### src/rtl/gf_mul_const_pipe.sv
// Multi-lane GF(2^8) multiply-by-constant for (inverse) MixColumns: two register stages,
// valid/ready stream with backpressure, and a sticky flag for reserved coefficient selects.
module gf_mul_const_pipe #(
  parameter int         LANES = 4,
  parameter logic [7:0] POLY  = 8'h1B
) (
  input  logic                 CLK,
  input  logic                 RST,
  input  logic                 In_Valid,
  output logic                 In_Ready,
  input  logic [8*LANES-1:0]   In_Data,
  input  logic [2:0]           Coef_Sel,
  output logic                 Out_Valid,
  input  logic                 Out_Ready,
  output logic [8*LANES-1:0]   Out_Data,
  output logic                 Err,
  input  logic                 Err_Clr
);

  localparam logic [2:0] SEL_RSV = 3'd7;

  function automatic logic [7:0] xtime(input logic [7:0] b);
    return {b[6:0], 1'b0} ^ (b[7] ? POLY : 8'h00);
  endfunction

  // Every supported constant is an XOR of the doubling chain 1, 2, 4, 8.
  function automatic logic [7:0] coef_mix(input logic [2:0] sel, input logic [7:0] x1,
                                          input logic [7:0] x2, input logic [7:0] x4,
                                          input logic [7:0] x8);
    logic [7:0] r;
    case (sel)
      3'd0:    r = x1;
      3'd1:    r = x2;
      3'd2:    r = x2 ^ x1;
      3'd3:    r = x8 ^ x1;
      3'd4:    r = x8 ^ x2 ^ x1;
      3'd5:    r = x8 ^ x4 ^ x1;
      3'd6:    r = x8 ^ x4 ^ x2;
      default: r = 8'h00;
    endcase
    return r;
  endfunction

  logic                  adv1, adv2, accept;
  logic                  s1_vld_q, s1_vld_d, s2_vld_q, s2_vld_d;
  logic                  err_q, err_d;
  logic [LANES-1:0][7:0] s1_x1_q, s1_x2_q, s1_x4_q, s1_x8_q;
  logic [LANES-1:0][7:0] s1_x1_d, s1_x2_d, s1_x4_d, s1_x8_d;
  logic [2:0]            s1_sel_q;
  logic [LANES-1:0][7:0] s2_data_q, s2_data_d;

  // Flow control: a stage may load when it is empty or its contents move on this edge.
  always_comb begin
    adv2     = !s2_vld_q || Out_Ready;
    adv1     = !s1_vld_q || adv2;
    In_Ready = adv1 && !RST;
    accept   = In_Valid && In_Ready;
    s1_vld_d = adv1 ? accept : s1_vld_q;
    s2_vld_d = adv2 ? s1_vld_q : s2_vld_q;
    err_d    = err_q;
    if (Err_Clr) err_d = 1'b0;
    if (accept && (Coef_Sel == SEL_RSV)) err_d = 1'b1;
  end

  always_comb begin
    s1_x1_d   = '0;
    s1_x2_d   = '0;
    s1_x4_d   = '0;
    s1_x8_d   = '0;
    s2_data_d = '0;
    for (int i = 0; i < LANES; i++) begin
      s1_x1_d[i]   = In_Data[8*i +: 8];
      s1_x2_d[i]   = xtime(s1_x1_d[i]);
      s1_x4_d[i]   = xtime(s1_x2_d[i]);
      s1_x8_d[i]   = xtime(s1_x4_d[i]);
      s2_data_d[i] = coef_mix(s1_sel_q, s1_x1_q[i], s1_x2_q[i], s1_x4_q[i], s1_x8_q[i]);
    end
  end

  always_ff @(posedge CLK) begin
    if (RST) begin
      s1_vld_q <= 1'b0;
      s2_vld_q <= 1'b0;
      err_q    <= 1'b0;
    end else begin
      s1_vld_q <= s1_vld_d;
      s2_vld_q <= s2_vld_d;
      err_q    <= err_d;
    end
  end

  // Stage 1: doubling chain and coefficient select.
  always_ff @(posedge CLK) begin
    if (adv1) begin
      s1_x1_q  <= s1_x1_d;
      s1_x2_q  <= s1_x2_d;
      s1_x4_q  <= s1_x4_d;
      s1_x8_q  <= s1_x8_d;
      s1_sel_q <= Coef_Sel;
    end
  end

  // Stage 2: selected product.
  always_ff @(posedge CLK) begin
    if (adv2) s2_data_q <= s2_data_d;
  end

  assign Out_Valid = s2_vld_q;
  assign Out_Data  = s2_vld_q ? s2_data_q : '0;
  assign Err       = err_q;

endmodule

### config.mk
export PLATFORM = sky130hd
export DESIGN_NAME = gf_mul_const_pipe
export DESIGN_NICKNAME = d
export VERILOG_FILES = /design/src/rtl/gf_mul_const_pipe.sv
export SDC_FILE = /design/constraint.sdc
export NUM_CORES = 1
export LEC_CHECK = 0
export ABC_AREA = 1
export CORE_ASPECT_RATIO = 2
export CORE_MARGIN = 1
export CORE_UTILIZATION = 47
export CTS_BUF_LIST = sky130_fd_sc_hd__clkbuf_16
export DETAILED_ROUTE_END_ITERATION = 12
export PLACE_DENSITY = 0.69
export SYNTH_ARGS = -nofsm -noshare
export SYNTH_HDL_FRONTEND = slang
export SYNTH_SLANG_ARGS = --single-unit
### constraint.sdc
create_clock -name CLK -period 5.5 [get_ports CLK]
set_input_delay 1.375 -clock CLK [delete_from_list [all_inputs] [get_ports CLK]]
set_output_delay 1.375 -clock CLK [all_outputs]
set_load 0.1 [all_outputs]
=== Word level (Yosys, flattened, before mapping) ===
Cells that the tools add are included.

* Flip-flop bits (word level): 166
* Input port bits: 40
* Output and inout port bits: 35
* Word-level logic and storage cells: 100

* Equality and inequality tests: 7
* Muxes and demuxes: 19
* Bitwise operators: 40
* Reductions and logical operators: 10

{| class="wikitable"
|+ Operator list
! kind !! count
|-
| $pmux W8 S7 || 4
|-
| $xor A8 B8 Y8 || 28
|-
| $xor A8 B5 Y8 || 12
|-
| $mux W5 || 12
|-
| $mux W32 || 1
|-
| $eq A3 B3 Y1 const B || 4
|-
| $eq A3 B2 Y1 const B || 2
|-
| $eq A3 B1 Y1 const B || 1
|-
| $logic_and A1 B1 Y1 || 3
|-
| $logic_not A1 Y1 || 3
|-
| $logic_not A3 Y1 || 1
|-
| $logic_or A1 B1 Y1 || 2
|-
| $mux W1 || 2
|-
| $reduce_bool A2 Y1 || 1
|}

=== Logic depth before layout (Yosys ltp) ===
* Word-level depth: 7
* Gate-level depth with buffers: 10
* Depth with buffers taken out: 9

=== Worst setup path after synthesis ===
OpenSTA, ideal clock, no wires.

* Path type: input to output
* Start: in Out_Ready
* End: out In_Ready
* Arrival: 4009 ps
* Required time: 4125 ps
* Setup slack: 116 ps
* Cell stages on the path: 4
* Path buffers: 0
* Cells stage by stage: inv_1 -> nand3_1 -> nand2_1 -> inv_1

* Longest elaborated chain between the ends: 3

{| class="wikitable"
|+ Ends and longest elaborated chain
! item !! RTL line !! text
|-
| start: declaration || 14 || <nowiki>input logic Out_Ready,</nowiki>
|-
| $logic_or A1 B1 Y1 || 54 || <nowiki>adv2 = !s2_vld_q || Out_Ready;</nowiki>
|-
| $logic_or A1 B1 Y1 || 55 || <nowiki>adv1 = !s1_vld_q || adv2;</nowiki>
|-
| $logic_and A1 B1 Y1 || 56 || <nowiki>In_Ready = adv1 && !RST;</nowiki>
|-
| end: declaration || 10 || <nowiki>output logic In_Ready,</nowiki>
|}

No other way between the ends.

=== Worst setup path after layout ===
* Start: reg s2_vld_q (netlist: Out_Valid)
* End: out Out_Data[14]

* Longest elaborated chain between the ends: 1

{| class="wikitable"
|+ Ends and longest elaborated chain
! item !! RTL line !! text
|-
| start: declaration || 45 || <nowiki>logic s1_vld_q, s1_vld_d, s2_vld_q, s2_vld_d;</nowiki>
|-
| start signal: assignment || 87 || <nowiki>s2_vld_q <= s2_vld_d;</nowiki>
|-
| $mux W32 || 109 || <nowiki>assign Out_Data = s2_vld_q ? s2_data_q : '0;</nowiki>
|-
| end: declaration || 15 || <nowiki>output logic [8*LANES-1:0] Out_Data,</nowiki>
|}

No other way between the ends.

==> summary by stage <==
Pwr
The portion of total power attributed to combinational logic is 0.261. Of the total power, the clock network draws 0.258. The maximum vdd ir drop is 194.0 uV. Of the total power, the share spent switching nets is 0.3354. The static leakage is 4.748 nW. The share of total power dissipated in sequential elements is 0.480.

Dividing total power by cell area gives a power density of 258.3 nW/um^2. Internal power comes to 1.493 mW. In this run the power spent charging and discharging nets is 0.7536 mW.

GRT
The global-route usage over all layers is 0.2342. The overflow left after global routing is 0. The number of antenna violations at the first check in global routing was 0. Entering global routing, the biggest net connects 73 pins.

The via count of the first global-routing pass is 6706. The first global-routing pass estimated 30.97 mm of wire.

Logic synthesis
Synthesis handed over a netlist of 1119 instances. The most frequently used cell type in the post-synthesis netlist is nand2_1. In this run, distinct cell masters in the synthesized netlist total 23. edfxtp_1 takes more of the synthesized area than any other cell. Counting instances in the post-synthesis netlist gives the leading cell types as nand2_1, inv_1, nand3_1, edfxtp_1, nand4_1.

For this run, the number of Yosys warnings is 0. Counting flops with an async set or reset pin after synthesis yields a share of 0. In this run, synthesis inferred 103 flip-flops with an integrated enable. The mapped netlist covers 7650 sq um. Of the post-synthesis cell area, the dominant cell type holds 0.4043.

The share of synthesized area occupied by flip-flops and latches is 0.4122. Sorting the synthesized cells by area gives the leading types as edfxtp_1, nand2_1, inv_1. The leading register cell type out of synthesis is edfxtp_1. The average cell area after synthesis is 6.836 sq um. The net count after synthesis is 1159.

The flip-flop and latch count after synthesis is 106.

CTS
Post-CTS repair changed the size of 0 cells. The clock tree root buffer cell is clkbuf_16. The clock net sink count is 106. In this run, post-CTS hold repair placed 0 buffers. The insertion delay of the later-clocked pin in the worst-skew pair is 0.36 ns. CTS built an H-tree with a depth of 3. The clock tree from TritonCTS is built.

In this run, CTS created clock tree buffers numbering 9. The longest clock path from root to sink contains 2 buffers. The clock transition at the register clock pins on the worst setup and hold paths after CTS is 0.06 ns.

After clock tree synthesis, the setup repair step added 0 buffers.

Floorplan
The vertical extent of the die is 182.4 microns. The number of top-level pins is 75. The die is 92.21 microns wide. The total core area is 15860 sq um. The area of the die is 16820 sq um.

The number of rows created at floorplan is 65. The initial cell density of the core is 0.4824.

Timing
Headroom to the max-slew limit came out at 0.3075. The final period demand of the worst path is 3.874 ns. The final clock skew is 0.01099 ns. Final hold analysis gives a worst-case slack of 0.4956 ns.

Setup repair after global routing left no endpoint under its margin. After routing, the total negative slack on setup checks comes to 0 ns. The count of final setup violators is 0. The final count of hold timing violations is 0. At the pin with the least slew margin, the transition time is 1.036 ns. Timing would allow up to 258.1 MHz. The final critical-path share of the clock period is 0.7043. The count of pins over their slew limit came to 0.

Run
The max-capacitance violation count is 0.

Detailed routing
The remaining antenna violation count is 0. The aggregate routed wire length is 18.63 mm. The detail-routed net length per standard cell is 13.62 microns.

The DRC violation total after the first TritonRoute iteration is 274. The count of vias placed by the detailed router is 7092. Using the TritonRoute via totals, the vias-per-cell ratio works out to 5.184. The DRC violation count after routing is 0.

The detailed-routing iteration count for the pre-antenna-repair pass is 5.

Critical path
The required time reported for the critical path endpoint is 4.12 ns. STA classifies the critical path startpoint as a flop. The data arrival time of the critical path is 2.50 ns.

The kind of capture point of the worst setup path is a primary output. The class of the most critical setup path is reg -> out. The largest driver fanout on the critical path is 30.

Finish
The relative area change from synthesis to final layout is 13.69%. The final net count is 1202. The number of antenna diodes in the final layout is 0. The share of final-layout standard cells stronger than drive strength 1 is 0.02399.

Placed design
The global placement routability congestion is 0.8237. The HPWL after detailed placement is 12.27 mm. The count of buffers added on input and output ports is 74.

Hold path
The worst min-delay path class is reg -> reg.

Status
The run finished with clean final reports.
power by group through the flow:
stage	Clock [mW]	Sequential, mW	Combinational (mW)
final	0.580	1.08	0.587
after global routing	0.620	1.09	0.659
after CTS	0.593	1.08	0.589
after detailed placement	0	1.10	0.587
after global placement	0	1.09	0.575
after floorplan	0	1.07	0.458
per-stage QoR:
stage | utilization | worst slack [ns] | instance area [sq um] | power (mW) | instances
2_1_floorplan | - | 0.1164 | 7650 | 1.524 | 1119
3_5_place_dp | 0.5322 | 1.782 | 8439 | 1.683 | 1352
5_1_grt | 0.5484 | 1.482 | 8697 | 2.372 | 1368
4_1_cts | 0.5484 | 1.584 | 8697 | 2.260 | 1368
3_3_place_gp | 0.5322 | 1.781 | 8439 | 1.669 | 1352
6_report | 0.5484 | 1.626 | 8697 | 2.247 | 1368
sequential cells by signal (all words and copies together), names as in the netlist:
name and cells:
s2_data_q 32, s1_x1_q 28, s1_x2_q 16, s1_x4_q 12, s1_x8_q 12, s1_sel_q 3, Err 1, Out_Valid 1
s1_vld_q 1
critical path: stages (launching register included):
cell             delay (ns)
dfxtp_1                0.46
buf_4                  0.38
nand2_1                0.10
inv_1                  0.06
clkdlybuf4s50_1        1.12
path summary, 6_finish.rpt:
| path | start | endpoint | slack, ns | cells past startpoint |
|---|---|---|---|---|
| worst min-delay path | Err | Err | 0.50 | 2 |
| worst max-delay path | Out_Valid | Out_Data[14] | 1.63 | 4 |
| worst max register to register | s1_sel_q[0] | s2_data_q[12] | 2.40 | 8 |
| worst min register to register | Err | Err | 0.50 | 2 |
cells by family after synthesis:
| group | share of synthesized area |
|---|---|
| XOR/XNOR | 0.04122 |
| AO/OA/AOI/OAI | 0.02928 |
| AND/OR/NAND/NOR | 0.3724 |
| buffers and inverters | 0.1449 |
| flip-flops | 0.4122 |
area by class of cell:
class | instances | area (sq um)
fill | 1556 | 7162
sequential | 106 | 3153
timing repair buffer | 80 | 783.3
multi-input combinational | 741 | 3411
inverter | 224 | 840.8
tap | 201 | 251.5
clock inverter | 7 | 32.53
clock buffer | 9 | 225.2
cell usage in the layout (no fill, tap or decap), types with 2 or more instances in the layout:
cell,Yosys,layout
clkbuf_16,0,9
inv_2,2,2
clkdlybuf4s50_1,0,73
xor2_1,36,36
edfxtp_1,103,103
nor2_1,2,2
nand2_1,459,458
a21oi_1,3,3
nand3_4,1,2
o22ai_1,28,28
inv_1,222,226
nand2_4,2,2
dfxtp_1,3,3
nand4_1,37,37
o21ai_0,4,4
nand3_1,165,164
buf_4,7,7
layer usage:
metal | wire length [microns] | part of all wire | GRT usage | vias up
li1 | - | - | - | 3606
met1 | 7138 | 0.38 | 0.2448 | 3238
met2 | 10110 | 0.54 | 0.4346 | 197
met3 | 729 | 0.039 | 0.03375 | 51
met4 | 646 | 0.035 | 0.1381 | 0
met5 | 0 | 0 | 0 | -
No activity file was read; power rests on OpenSTA's default activity.
==> RTL change, RTL diff (same flow settings) <==
Register the output `Err` once more, with the module's reset; this adds one clock of latency there. The other outputs are not delayed to match.
--- a/src/rtl/gf_mul_const_pipe.sv
+++ b/src/rtl/gf_mul_const_pipe.sv
@@ -108,5 +108,11 @@
   assign Out_Valid = s2_vld_q;
   assign Out_Data  = s2_vld_q ? s2_data_q : '0;
-  assign Err       = err_q;
+  always_ff @(posedge CLK) begin
+    if (RST) begin
+      Err <= '0;
+    end else begin
+      Err <= err_q;
+    end
+  end
 
 endmodule
Function: changed (Yosys sat finds a counterexample within 4 cycles, from zero or initial values and one cycle with RST high).
==> RTL change against the unedited design <==
Critical path depth did not move; critical endpoint is now Out_Data[2]; design area is 1.2% higher; area after synthesis grew 0.26%; largest power group unchanged; critical path type unchanged; wire length up 4.3%; clock skew is essentially flat; final cell count is essentially flat; setup slack better by 0.013 ns; die area is 0.26% higher; core utilization rose by 0.68 points; register-to-register slack got worse by 0.14 ns; sequential cell count is 1 higher; clock power rose by 28%; combinational power grew 2%; power is 8.0% higher.
==> RTL change: results (changes against the unedited design) <==
Place
  – Detailed-placement wirelength estimate: 13240 microns (+7.9%)
  – Buffers on Ports: 74 (unchanged)
  – Placed Cells incl. Taps: 1353 (+0.074%)
  – Pre-CTS setup slack: 1.765 ns (-0.01661 ns)
  – Placer Congestion: 0.8443 (+2.5%)
  – Post-DP Area: 8464 sq um (+0.30%)

Min path
  – Hold crit path type: flop to flop

Logic synthesis
  – Seq/Total Area, Yosys: 41.37% (+0.15 points)
  – Synth cell types: 24 (+4.3%)
  – Top post-synthesis cells by count: 458 x nand2_1, 222 x inv_1, 165 x nand3_1
  – Synth top area cells: edfxtp_1 40%, nand2_1 22%, inv_1 11%, nand3_1 11%, xor2_1 4.1%
  – Ys async rst share: 0% (unchanged)
  – Most used flip-flop cell after synthesis: edfxtp_1

Timing
  – Relative slew slack: 30.63% (-0.12 points)
  – Final hold vios: 0 (unchanged)
  – Clock skew: 0.01091 ns (-0.00008150 ns)
  – Max Slew Vio Count: 0 (unchanged)

Detailed routing
  – Via count: 7186 (+1.3%)
  – Drt first pass iters: 5 (unchanged)
  – Drt first-iter violations: 405 (+48%)
  – Post-Route WL: 19420 microns (+4.3%)
  – Drt via density: 5.249 (+1.3%)

Clock network
  – Clock latency on the worst-skew pair: 0.36 ns (about the same)
  – Total CTS buffers: 9 (unchanged)
  – CTS root buffer: clkbuf_16

Layout
  – Leading registers by flop count: s2_data_q x32, s1_x1_q x28, s1_x2_q x16
  – Layout fillers: 1549 (-0.45%)
  – Synth-to-layout area growth: 14.80%
  – Share of cells above drive strength 1: 2.740% (+0.34 points)

Global route
  – First-pass GRT wire length: 31970 microns (+3.2%)
  – Vias in the first global route: 6859 (+2.3%)
  – GRT met3 Usage: 2.792% (-0.58 points)
  – Met2 Use GR: 44.47% (+1.0 points)
  – Gr usage total: 24.37% (+0.95 points)
  – Initial antenna violation count: 0 (unchanged)
  – GR Util met1: 26.40% (+1.9 points)

Status
  – Outcome: finished clean

Power
  – P_leak: 4.778 nW (+0.63%)
  – Max rail drop VDD: 0.0002725 V (+41%)

Worst setup path
  – CP Data Arrival Time: 2.49 ns (about the same)
-- RTL change: path summary, 6_finish.rpt --
kind	from	end	slack, ns	depth (start not counted)
worst min-delay path	err_q	Err	0.46	2
worst max-delay path	Out_Valid	Out_Data[2]	1.64	4
worst max register to register	s1_sel_q[0]	s2_data_q[4]	2.26	8
worst min register to register	err_q	Err	0.46	2
-- RTL change: cells by family (layout without fill, tap and decap cells) --
| group | Yosys count | after routing | synth area share (%) |
|---|---|---|---|
| flops | 107 | 107 | 41.37 |
| compound gates | 37 | 37 | 2.969 |
| simple gates | 667 | 667 | 37.10 |
| buf+inv | 272 | 321 | 14.45 |
| xor+xnor | 36 | 36 | 4.111 |
-- RTL change: cell type report --
class / count / share of cell area, %
well taps: 201 / 2.856
clock buffers: 9 / 2.558
inverters: 224 / 9.550
clock inverters: 7 / 1.307
repair buffers: 81 / 8.981
flip-flops and latches: 107 / 36.04
multi-input cells: 740 / 38.71
-- RTL change: worst max-delay path, stage by stage, from the launching register on --
cell and delay [ns]:
dfxtp_1 0.45, buf_4 0.36, nand2_1 0.10, inv_1 0.07, clkdlybuf4s50_1 1.12
-- RTL change: power breakdown --
part	internal (mW)	switching (mW)	leakage, nW
combinational	0.192	0.406	3.48
sequential	1.01	0.0793	1.13
clock	0.444	0.296	0.163
-- RTL change: metal layers --
metal	up-vias	wire [microns]
li1	3605	-
met2	250	10460
met4	0	738
met3	51	897
met1	3280	7329
met5	-	0
